**config.mk**
```make
export PLATFORM = sky130hd
export DESIGN_NAME = maxnet_ctrl_flat
export DESIGN_NICKNAME = d
export VERILOG_FILES = /design/src/rtl/maxnet_ctrl_pkg.sv /design/src/rtl/maxnet_ctrl_if.sv /design/src/rtl/maxnet_ctrl_onehot_detect.sv /design/src/rtl/maxnet_ctrl.sv /design/src/flat_wrapper.sv
export SDC_FILE = /design/constraint.sdc
export NUM_CORES = 1
export LEC_CHECK = 0
export CORE_ASPECT_RATIO = 2
export CORE_MARGIN = 8
export CORE_UTILIZATION = 35
export DETAILED_ROUTE_END_ITERATION = 10
export PLACE_DENSITY_LB_ADDON = 0.3
export SLEW_MARGIN = 40
export SYNTH_ARGS = -nofsm -noshare
export SYNTH_HDL_FRONTEND = slang
export SYNTH_SLANG_ARGS = --single-unit
```
**constraint.sdc**
```tcl
create_clock -name clk -period 3.6 [get_ports clk]
set_input_delay 0.9 -clock clk [delete_from_list [all_inputs] [get_ports clk]]
set_output_delay 0.9 -clock clk [all_outputs]
set_load 0.01 [all_outputs]
```
**src/rtl/maxnet_ctrl_pkg.sv**
```systemverilog
// maxnet_pkg: shared state encoding and default sizing for the MaxNet
// sequencing controller.
package maxnet_pkg;

  typedef enum logic [1:0] {
    ST_IDLE = 2'd0,
    ST_SEED = 2'd1,
    ST_ITER = 2'd2,
    ST_DONE = 2'd3
  } state_t;

  localparam int ITER_W_DEF   = 8;
  localparam int MAX_ITER_DEF = 200;

endpackage

```
**src/rtl/maxnet_ctrl_if.sv**
```systemverilog
// maxnet_ctrl_if: handshake/status bundle between the neuron-block bank,
// the MaxNet controller and the downstream layer. The master side raises
// start and supplies the blocks' nonzero flags; the slave side is the
// controller.
interface maxnet_ctrl_if
  import maxnet_pkg::*;
#(
  parameter int N      = 4,
  parameter int IDX_W  = $clog2(N),
  parameter int ITER_W = ITER_W_DEF
) ();

  logic              start;
  logic [N-1:0]      o_vec;
  logic              mux;
  logic              busy;
  logic              done;
  logic [IDX_W-1:0]  winner;
  logic              winner_valid;
  logic              timeout;
  logic [ITER_W-1:0] iter_count;

  modport master (
    output start, o_vec,
    input  mux, busy, done, winner, winner_valid, timeout, iter_count
  );

  modport slave (
    input  start, o_vec,
    output mux, busy, done, winner, winner_valid, timeout, iter_count
  );

endinterface

```
**src/rtl/maxnet_ctrl_onehot_detect.sv**
```systemverilog
// onehot_detect: purely combinational classification of the neuron
// nonzero flags into "none", "exactly one" and the lowest set index.
module onehot_detect #(
  parameter int N     = 4,
  parameter int IDX_W = $clog2(N)
) (
  input  logic [N-1:0]     o_vec,
  output logic             is_zero,
  output logic             is_onehot,
  output logic [IDX_W-1:0] idx
);

  localparam logic [N-1:0] ONE = N'(1);

  assign is_zero   = (o_vec == '0);
  // Clearing the lowest set bit leaves zero only for a single set bit.
  assign is_onehot = !is_zero && ((o_vec & (o_vec - ONE)) == '0);

  // Scan from the top so the lowest set bit wins.
  always_comb begin
    idx = '0;
    for (int i = N - 1; i >= 0; i--) begin
      if (o_vec[i]) idx = IDX_W'(i);
    end
  end

endmodule

```
**src/rtl/maxnet_ctrl.sv**
```systemverilog
// maxnet_ctrl: sequences the MaxNet neuron bank (seed, then feedback
// iterations) and reports the surviving block.
// Optional feature: define MAXNET_TIMEOUT_EN to stop a run once
// iter_count reaches MAX_ITER; otherwise it iterates until convergence
// and timeout is tied low.
module maxnet_ctrl
  import maxnet_pkg::*;
#(
  parameter int N        = 4,
  parameter int IDX_W    = $clog2(N),
  parameter int ITER_W   = ITER_W_DEF,
  parameter int MAX_ITER = MAX_ITER_DEF
) (
  input  logic          clk,
  input  logic          rst,
  maxnet_ctrl_if.slave  bus
);

  // Reject configurations the counter or detector cannot represent.
  if (N < 2 || MAX_ITER >= (1 << ITER_W)) begin : g_bad_cfg
    $error("maxnet_ctrl: N must be >= 2 and MAX_ITER must fit in ITER_W");
  end

  state_t            state_q;
  logic              mux_q;
  logic              busy_q;
  logic              done_q;
  logic [IDX_W-1:0]  winner_q;
  logic              winner_valid_q;
  logic [ITER_W-1:0] iter_count_q;
  logic [ITER_W-1:0] iter_count_d;

  logic              is_zero;
  logic              is_onehot;
  logic [IDX_W-1:0]  hot_idx;

  onehot_detect #(
    .N     (N),
    .IDX_W (IDX_W)
  ) u_detect (
    .o_vec     (bus.o_vec),
    .is_zero   (is_zero),
    .is_onehot (is_onehot),
    .idx       (hot_idx)
  );

  // Saturating increment so a long run never wraps back to a small count.
  always_comb begin
    iter_count_d = iter_count_q;
    if (iter_count_q != '1) iter_count_d = iter_count_q + 1'b1;
  end

`ifdef MAXNET_TIMEOUT_EN
  localparam logic [ITER_W-1:0] ITER_LIMIT = ITER_W'(MAX_ITER);
  logic timeout_q;
`endif

  // Controller FSM with registered mux/busy/done and result registers.
  always_ff @(posedge clk or negedge rst) begin
    if (!rst) begin
      state_q        <= ST_IDLE;
      mux_q          <= 1'b0;
      busy_q         <= 1'b0;
      done_q         <= 1'b0;
      winner_q       <= '0;
      winner_valid_q <= 1'b0;
      iter_count_q   <= '0;
`ifdef MAXNET_TIMEOUT_EN
      timeout_q      <= 1'b0;
`endif
    end else begin
      done_q <= 1'b0;
      case (state_q)
        ST_IDLE: begin
          if (bus.start) begin
            state_q        <= ST_SEED;
            busy_q         <= 1'b1;
            winner_valid_q <= 1'b0;
`ifdef MAXNET_TIMEOUT_EN
            timeout_q      <= 1'b0;
`endif
          end
        end
        ST_SEED: begin
          state_q      <= ST_ITER;
          mux_q        <= 1'b1;
          iter_count_q <= '0;
        end
        ST_ITER: begin
          if (is_onehot || is_zero) begin
            // A sole survivor or total collapse ends the run.
            winner_q       <= is_onehot ? hot_idx : '0;
            winner_valid_q <= is_onehot;
            state_q        <= ST_DONE;
            mux_q          <= 1'b0;
            done_q         <= 1'b1;
`ifdef MAXNET_TIMEOUT_EN
          end else if (iter_count_q == ITER_LIMIT) begin
            timeout_q      <= 1'b1;
            winner_valid_q <= 1'b0;
            state_q        <= ST_DONE;
            mux_q          <= 1'b0;
            done_q         <= 1'b1;
`endif
          end else begin
            iter_count_q <= iter_count_d;
          end
        end
        ST_DONE: begin
          state_q <= ST_IDLE;
          busy_q  <= 1'b0;
        end
        default: begin
          state_q <= ST_IDLE;
          mux_q   <= 1'b0;
          busy_q  <= 1'b0;
        end
      endcase
    end
  end

  assign bus.mux          = mux_q;
  assign bus.busy         = busy_q;
  assign bus.done         = done_q;
  assign bus.winner       = winner_q;
  assign bus.winner_valid = winner_valid_q;
  assign bus.iter_count   = iter_count_q;
`ifdef MAXNET_TIMEOUT_EN
  assign bus.timeout      = timeout_q;
`else
  assign bus.timeout      = 1'b0;
`endif

endmodule
```
**src/flat_wrapper.sv**
```systemverilog
// flat-port wrapper written by rule: the top's interface ports become plain ports
module maxnet_ctrl_flat import maxnet_pkg::*;
#(
  parameter int N        = 4,
  parameter int IDX_W    = $clog2(N),
  parameter int ITER_W   = ITER_W_DEF,
  parameter int MAX_ITER = MAX_ITER_DEF
)
  (clk, rst, bus_start, bus_o_vec, bus_mux, bus_busy, bus_done, bus_winner, bus_winner_valid, bus_timeout, bus_iter_count);
  maxnet_ctrl_if #(.N(N), .IDX_W(IDX_W), .ITER_W(ITER_W)) bus_i ();
  input  logic clk;
  input  logic rst;
  input wire logic [$bits(bus_i.start)-1:0] bus_start;
  input wire logic [$bits(bus_i.o_vec)-1:0] bus_o_vec;
  output wire logic [$bits(bus_i.mux)-1:0] bus_mux;
  output wire logic [$bits(bus_i.busy)-1:0] bus_busy;
  output wire logic [$bits(bus_i.done)-1:0] bus_done;
  output wire logic [$bits(bus_i.winner)-1:0] bus_winner;
  output wire logic [$bits(bus_i.winner_valid)-1:0] bus_winner_valid;
  output wire logic [$bits(bus_i.timeout)-1:0] bus_timeout;
  output wire logic [$bits(bus_i.iter_count)-1:0] bus_iter_count;
  assign bus_i.start = bus_start;
  assign bus_i.o_vec = bus_o_vec;
  assign bus_mux = bus_i.mux;
  assign bus_busy = bus_i.busy;
  assign bus_done = bus_i.done;
  assign bus_winner = bus_i.winner;
  assign bus_winner_valid = bus_i.winner_valid;
  assign bus_timeout = bus_i.timeout;
  assign bus_iter_count = bus_i.iter_count;
  maxnet_ctrl #(.N(N), .IDX_W(IDX_W), .ITER_W(ITER_W), .MAX_ITER(MAX_ITER)) u_core (.clk(clk), .rst(rst), .bus(bus_i));
endmodule
```
## Word-level counts from Yosys, hierarchy flattened

Cells that the tools add are included.
Widths: inputs -> output; s select.

- $add $sub $neg: 2
- Multiply operators: 0
- Div/mod/pow operators: 0
- $lt $le $gt $ge: 0
- Equality and inequality tests: 8
- Shifts and indexed selects: 0
- Muxes and demuxes: 20
- Bitwise gates (word level): 1
- Reduce and logical (&&, ||, !) cells: 15

Operators by type and width:

| cell | count |
|---|---|
| $mux 8 | 2 |
| $pmux 8 s2 | 1 |
| $mux 2 | 7 |
| $add 8x1->8 const B | 1 |
| $logic_not 4->1 | 2 |
| $ne 8x8->1 const B | 1 |
| $pmux 2 s4 | 1 |
| $reduce_and 2->1 | 4 |
| $mux 1 | 6 |
| $pmux 1 s2 | 3 |
| $reduce_and 3->1 | 2 |
| $reduce_bool 2->1 | 3 |
| $and 4x4->4 | 1 |
| $eq 2x2->1 const B | 2 |
| $ne 2x1->1 const B | 2 |
| $ne 2x2->1 const B | 2 |
| $sub 4x1->4 const B | 1 |
| $eq 2x1->1 const B | 1 |
| $logic_not 2->1 | 1 |
| $logic_and 1x1->1 | 1 |
| $logic_not 1->1 | 1 |
| $logic_or 1x1->1 | 1 |

- Flip-flop bits (word level): 16
- Latch bits: 0
- Bits in writable memories: 0
- Bits in read-only memories: 0
- Word-level logic and storage cells: 53
- Memories kept: 0

## Logic depth before layout (Yosys ltp)

- Word-level depth: 7
- Depth in mapped cells: 7
- Gate-level depth less buffers: 6

## Modules after synthesis

A second synthesis with hierarchy kept.

- Cells, all modules: 105
- Area total of the unflattened synthesis: 989.7 um2

Modules (own cells, without submodules):

| module | times used | cells an instance | area an instance (um2) | seq. area each (um2) |
|---|---|---|---|---|
| maxnet_ctrl | 1 | 94 | 922.1 | 400.4 |
| onehot_detect | 1 | 11 | 67.6 | 0.0 |

## Least setup slack after synthesis

Ideal clock, no wire load.

- Path kind: input to register
- Start: input bus_o_vec[0]
- End: register u_core.iter_count_q[2], in the netlist u_core.bus.iter_count[2]
- Setup time: 0.078 ns
- Arrival: 1.940 ns
- Slack: 1.582 ns
- Stages on the path: 6
- Path buffers: 2
- Path through: buf_4 -> a211o_2 -> a21oi_2 -> buf_6 -> or4_1 -> a21oi_1

- Cells in the longest elaborated chain, start to end: 7
- Elaborated cells on any way between the ends: 9

RTL lines:

| item | line | source |
|---|---|---|
| start: declaration | flat_wrapper.sv:14 | `input wire logic [$bits(bus_i.o_vec)-1:0] bus_o_vec;` |
| $sub 4x1->4 | maxnet_ctrl_onehot_detect.sv:17 | `assign is_onehot = !is_zero && ((o_vec & (o_vec - ONE)) == '0);` |
| $and 4x4->4 | maxnet_ctrl_onehot_detect.sv:17 |  |
| $logic_not 4->1 | maxnet_ctrl_onehot_detect.sv:17 |  |
| $logic_and 1x1->1 | maxnet_ctrl_onehot_detect.sv:17 |  |
| $logic_or 1x1->1 (*) | maxnet_ctrl.sv:90 | `if (is_onehot \|\| is_zero) begin` |
| $ne 2x2->1 (no source line) (*) | - |  |
| $reduce_and 3->1 (no source line) (*) | - |  |
| end signal: assignment | maxnet_ctrl.sv:106 | `iter_count_q <= iter_count_d;` |
| end: declaration | maxnet_ctrl.sv:30 | `logic [ITER_W-1:0] iter_count_q;` |

Every way passes the cells marked *; elsewhere a longest branch is shown, timed or not.
A chain may end at the register's enable or synchronous reset.

## Worst setup path in the final report

- Start: input bus_o_vec[2]
- End: register u_core.iter_count_q[5], in the netlist u_core.bus.iter_count[5]

Same word-level chain as after synthesis.

==> summary.md <==
| Metric | Value |
|---|---|
| Die area | 0.004803 mm^2 |
| YS warnings | 0 |
| Cell taking the most area after synthesis | dfrtp_1 |
| Mapped Area | 967.2 um^2 |
| Post-synthesis cell type count | 41 |
| Fin nets | 134 |
| Root buffer cell | clkbuf_8 |
| Crit path time final | 2452 ps |
| Pre-Repair DR Iteration Count | 4 |
| Pint | 0.0004843 W |
| First-pass GRT wire length | 3726 um |
| H-tree levels | 1 |
| Post-synth top area share | 0.4140 |
| Post-synth EDFFs | 0 |
| CTS tree | built |
| Drt wl/cell | 16.19 um |
| Worst setup path category | input pin to flop |
| Critical path capture point type | flop |
| Arr. time, crit path | 2590 ps |
| Clock latency on the worst-skew pair | 250 ps |
| Outcome | finished, final reports clean |
| Most common cell in the netlist | dfrtp_1 |
| Post-synthesis mux area share | 0.01035 |
| Detailed Route Iter0 Violations | 17 |
| Dpl hpwl | 1855 um |
| Total number of vias | 870 |
| Initial antenna violation count | 0 |
| Initial Utilization | 0.3579 |
| Post-CTS resize count | 0 |
| Seq cells post-synth | 16 |
| RSZ-0062 raised after global routing | false |
| Worst relative slew slack | 0.5147 |
| Adder and majority cell fraction of the synthesized area | 0.05175 |
| Startpoint Class | input pin |
| Leakage | 0.5042 nW |
| Total CTS buffers | 3 |
| Die Width | 53.17 um |
| PnR worst setup slack | 1148 ps |
| Post-route antenna net violation count | 0 |
| Highest achievable clock rate | 407.9 MHz |
| Max-slew violations | 0 |
| Area share of xor/xnor cells in the synthesized design | 0.009056 |
| Tcrit/Tclk final | 0.6810 |
| Placement Setup Slack | 937.1 ps |
| Final setup vio count | 0 |
| Main combinational cell family by area after synthesis | compound AO/OA/AOI/OAI gates |
| Mean area per synthesized cell | 9.300 um^2 |
| Ports | 22 |
| Pwr dens | 666.7 mW/mm^2 |
| Total Routing Usage GR | 0.09819 |
| Post-synthesis compound-gate area fraction | 0.2303 |
| Ant diodes | 0 |
| Register area | 400.4 um^2 |
| Routed WL | 2445 um |
| Combinational group share of total power | 0.478 |
| FILL cells | 271 |
| RePlAce Congestion | 0.7546 |
| Sw frac | 0.3997 |
| Clock Power Share | 0.194 |
| Peak fanout along the critical path | 12 |
| # Post-CTS Setup Buffers | 0 |
| P&R area growth vs syn | 25.10% |
| # DRC | 0 |
| Flop pwr share | 0.329 |
| Post-synth top flop | dfrtp_1 |
| Final Skew | 1.054 ps |
| Ys async rst share | 1.000 |
| Overflow after GRT | 0 |
| Post-Synth Simple-Gate Area | 0.2070 |
| Chip Height | 90.34 um |
| VDD IR max | 0.0002641 V |
| Clock buffer depth | 2 |
| Multi-input gate area | 495.5 um^2 |
| Number of hold violations in the final report | 0 |
| Vias in the first global route | 822 |
| Vias per inst | 5.762 |
| Worst path required time | 3740 ps |
| Floorplan core area | 0.002703 mm^2 |
| Setup TNS | 0 ps |
| Synth area leaders | dfrtp_1 (41%), ha_1 (5.2%), nand2_1 (3.9%), a21oi_1 (3.1%), o21ai_0 (3.1%) |
| Row count | 27 |
| Mapped Nets | 115 |
| Commonest cells in the netlist | dfrtp_1 (16), nand2_1 (10), nor2_1 (7) |
| Maxcap violations | 0 |
| Sink Count | 16 |
| CTS Hold Buffers Added | 0 |
| Post-synthesis sequential area ratio | 0.4140 |
| Worst-path clk slew | 60 ps |
| Psw | 0.0003224 W |
| Hold Path Class | flop to flop |
| Share of layout cells above drive strength 1 | 0.06557 |
| Number of port buffers | 20 |
| Worst-Margin Slew | 725.6 ps |
| Mapped Cells | 104 |
| Maximum number of pins on one net before global-route repair | 17 |
## cells by family (layout without fill, tap and decap cells)
| kind of cell | after synthesis | in the layout |
|---|---|---|
| muxes | 1 | 1 |
| buffers and inverters | 12 | 30 |
| xor gates and xnor gates | 1 | 1 |
| other | 1 | 1 |
| and+or+nand+nor | 37 | 37 |
| DFF | 16 | 16 |
| adders and majority gates | 4 | 4 |
| AOI/OAI and AO/OA | 32 | 32 |
## power by group through the flow
stage / clock (W) / combinational [W] / sequential (W)
final: 0.000156 / 0.000385 / 0.000265
after global routing: 0.000170 / 0.000425 / 0.000271
after CTS: 0.000161 / 0.000390 / 0.000266
after detailed placement: 0 / 0.000390 / 0.000269
after global placement: 0 / 0.000374 / 0.000266
after floorplan: 0 / 0.000227 / 0.000280
## worst paths after layout
| path | slack, ps | startpoint | depth (start not counted) | endpoint |
|---|---|---|---|---|
| worst max-delay path | 1150 | bus_o_vec[2] | 5 | u_core.bus.iter_count[5] |
| worst min-delay path | 490 | u_core.bus.mux | 1 | u_core.bus.mux |
| worst max register to register | 1340 | u_core.state_q[0] | 6 | u_core.bus.iter_count[0] |
| worst min register to register | 490 | u_core.bus.mux | 1 | u_core.bus.mux |
| max in group asynchronous | 2060 | rst | 1 | u_core.bus.busy |
| min in group asynchronous | 1080 | rst | 1 | u_core.bus.iter_count[1] |
## cell type report
| type | instances | area share |
|---|---|---|
| clock buffer | 4 | 0.04550 |
| inverter | 6 | 0.01861 |
| multi-input combinational | 76 | 0.4095 |
| sequential | 16 | 0.3309 |
| tap | 29 | 0.02999 |
| timing repair buffer | 20 | 0.1655 |
## flip-flops by register name (all words and copies together) (netlist names)
| name | count |
|---|---|
| u_core.bus.busy | 1 |
| u_core.bus.done | 1 |
| u_core.bus.iter_count | 8 |
| u_core.bus.mux | 1 |
| u_core.bus.winner | 2 |
| u_core.bus.winner_valid | 1 |
| u_core.state_q | 2 |
## layer usage
layer / global-route usage / part of all wire / up-vias
met5: 0 / 0 / -
met4: 0.04449 / 0.032 / 0
met3: 0.02145 / 0.071 / 9
met2: 0.1732 / 0.53 / 41
met1: 0.1014 / 0.36 / 401
li1: - / - / 419
## layout by cell type (no fill, tap or decap), types with 2 or more instances in the layout
cell,Yosys,final
nand4_1,2,2
a211oi_1,2,2
o21ai_0,6,6
nor2b_1,2,2
dfrtp_1,16,16
a31oi_1,2,2
clkbuf_8,0,4
nand2_1,10,10
ha_1,4,4
nand2b_1,3,3
o31ai_1,3,3
a21oi_1,6,6
or4_1,3,3
nor2_1,7,7
clkdlybuf4s50_1,0,20
and4_1,2,2
a211o_2,2,2
inv_1,6,6
## metrics by stage
step           hold slack, ps    util  area (um^2)  std cells  total power (W)
3_5_place_dp            477.7  0.4273         1155        147        0.0006586
5_1_grt                 524.4  0.4477         1210        151        0.0008656
3_3_place_gp            466.3  0.4273         1155        147        0.0006396
2_1_floorplan           495.2       -        967.2        104        0.0005067
6_report                489.8  0.4477         1210        151        0.0008067
4_1_cts                 492.7  0.4477         1210        151        0.0008158
## worst max-delay path, stage by stage
cell and delay (ps):
clkdlybuf4s50_1 550, a211o_2 410, a21oi_2 400, o311ai_0 230, o41ai_1 100
No activity file was read; power rests on OpenSTA's default activity.
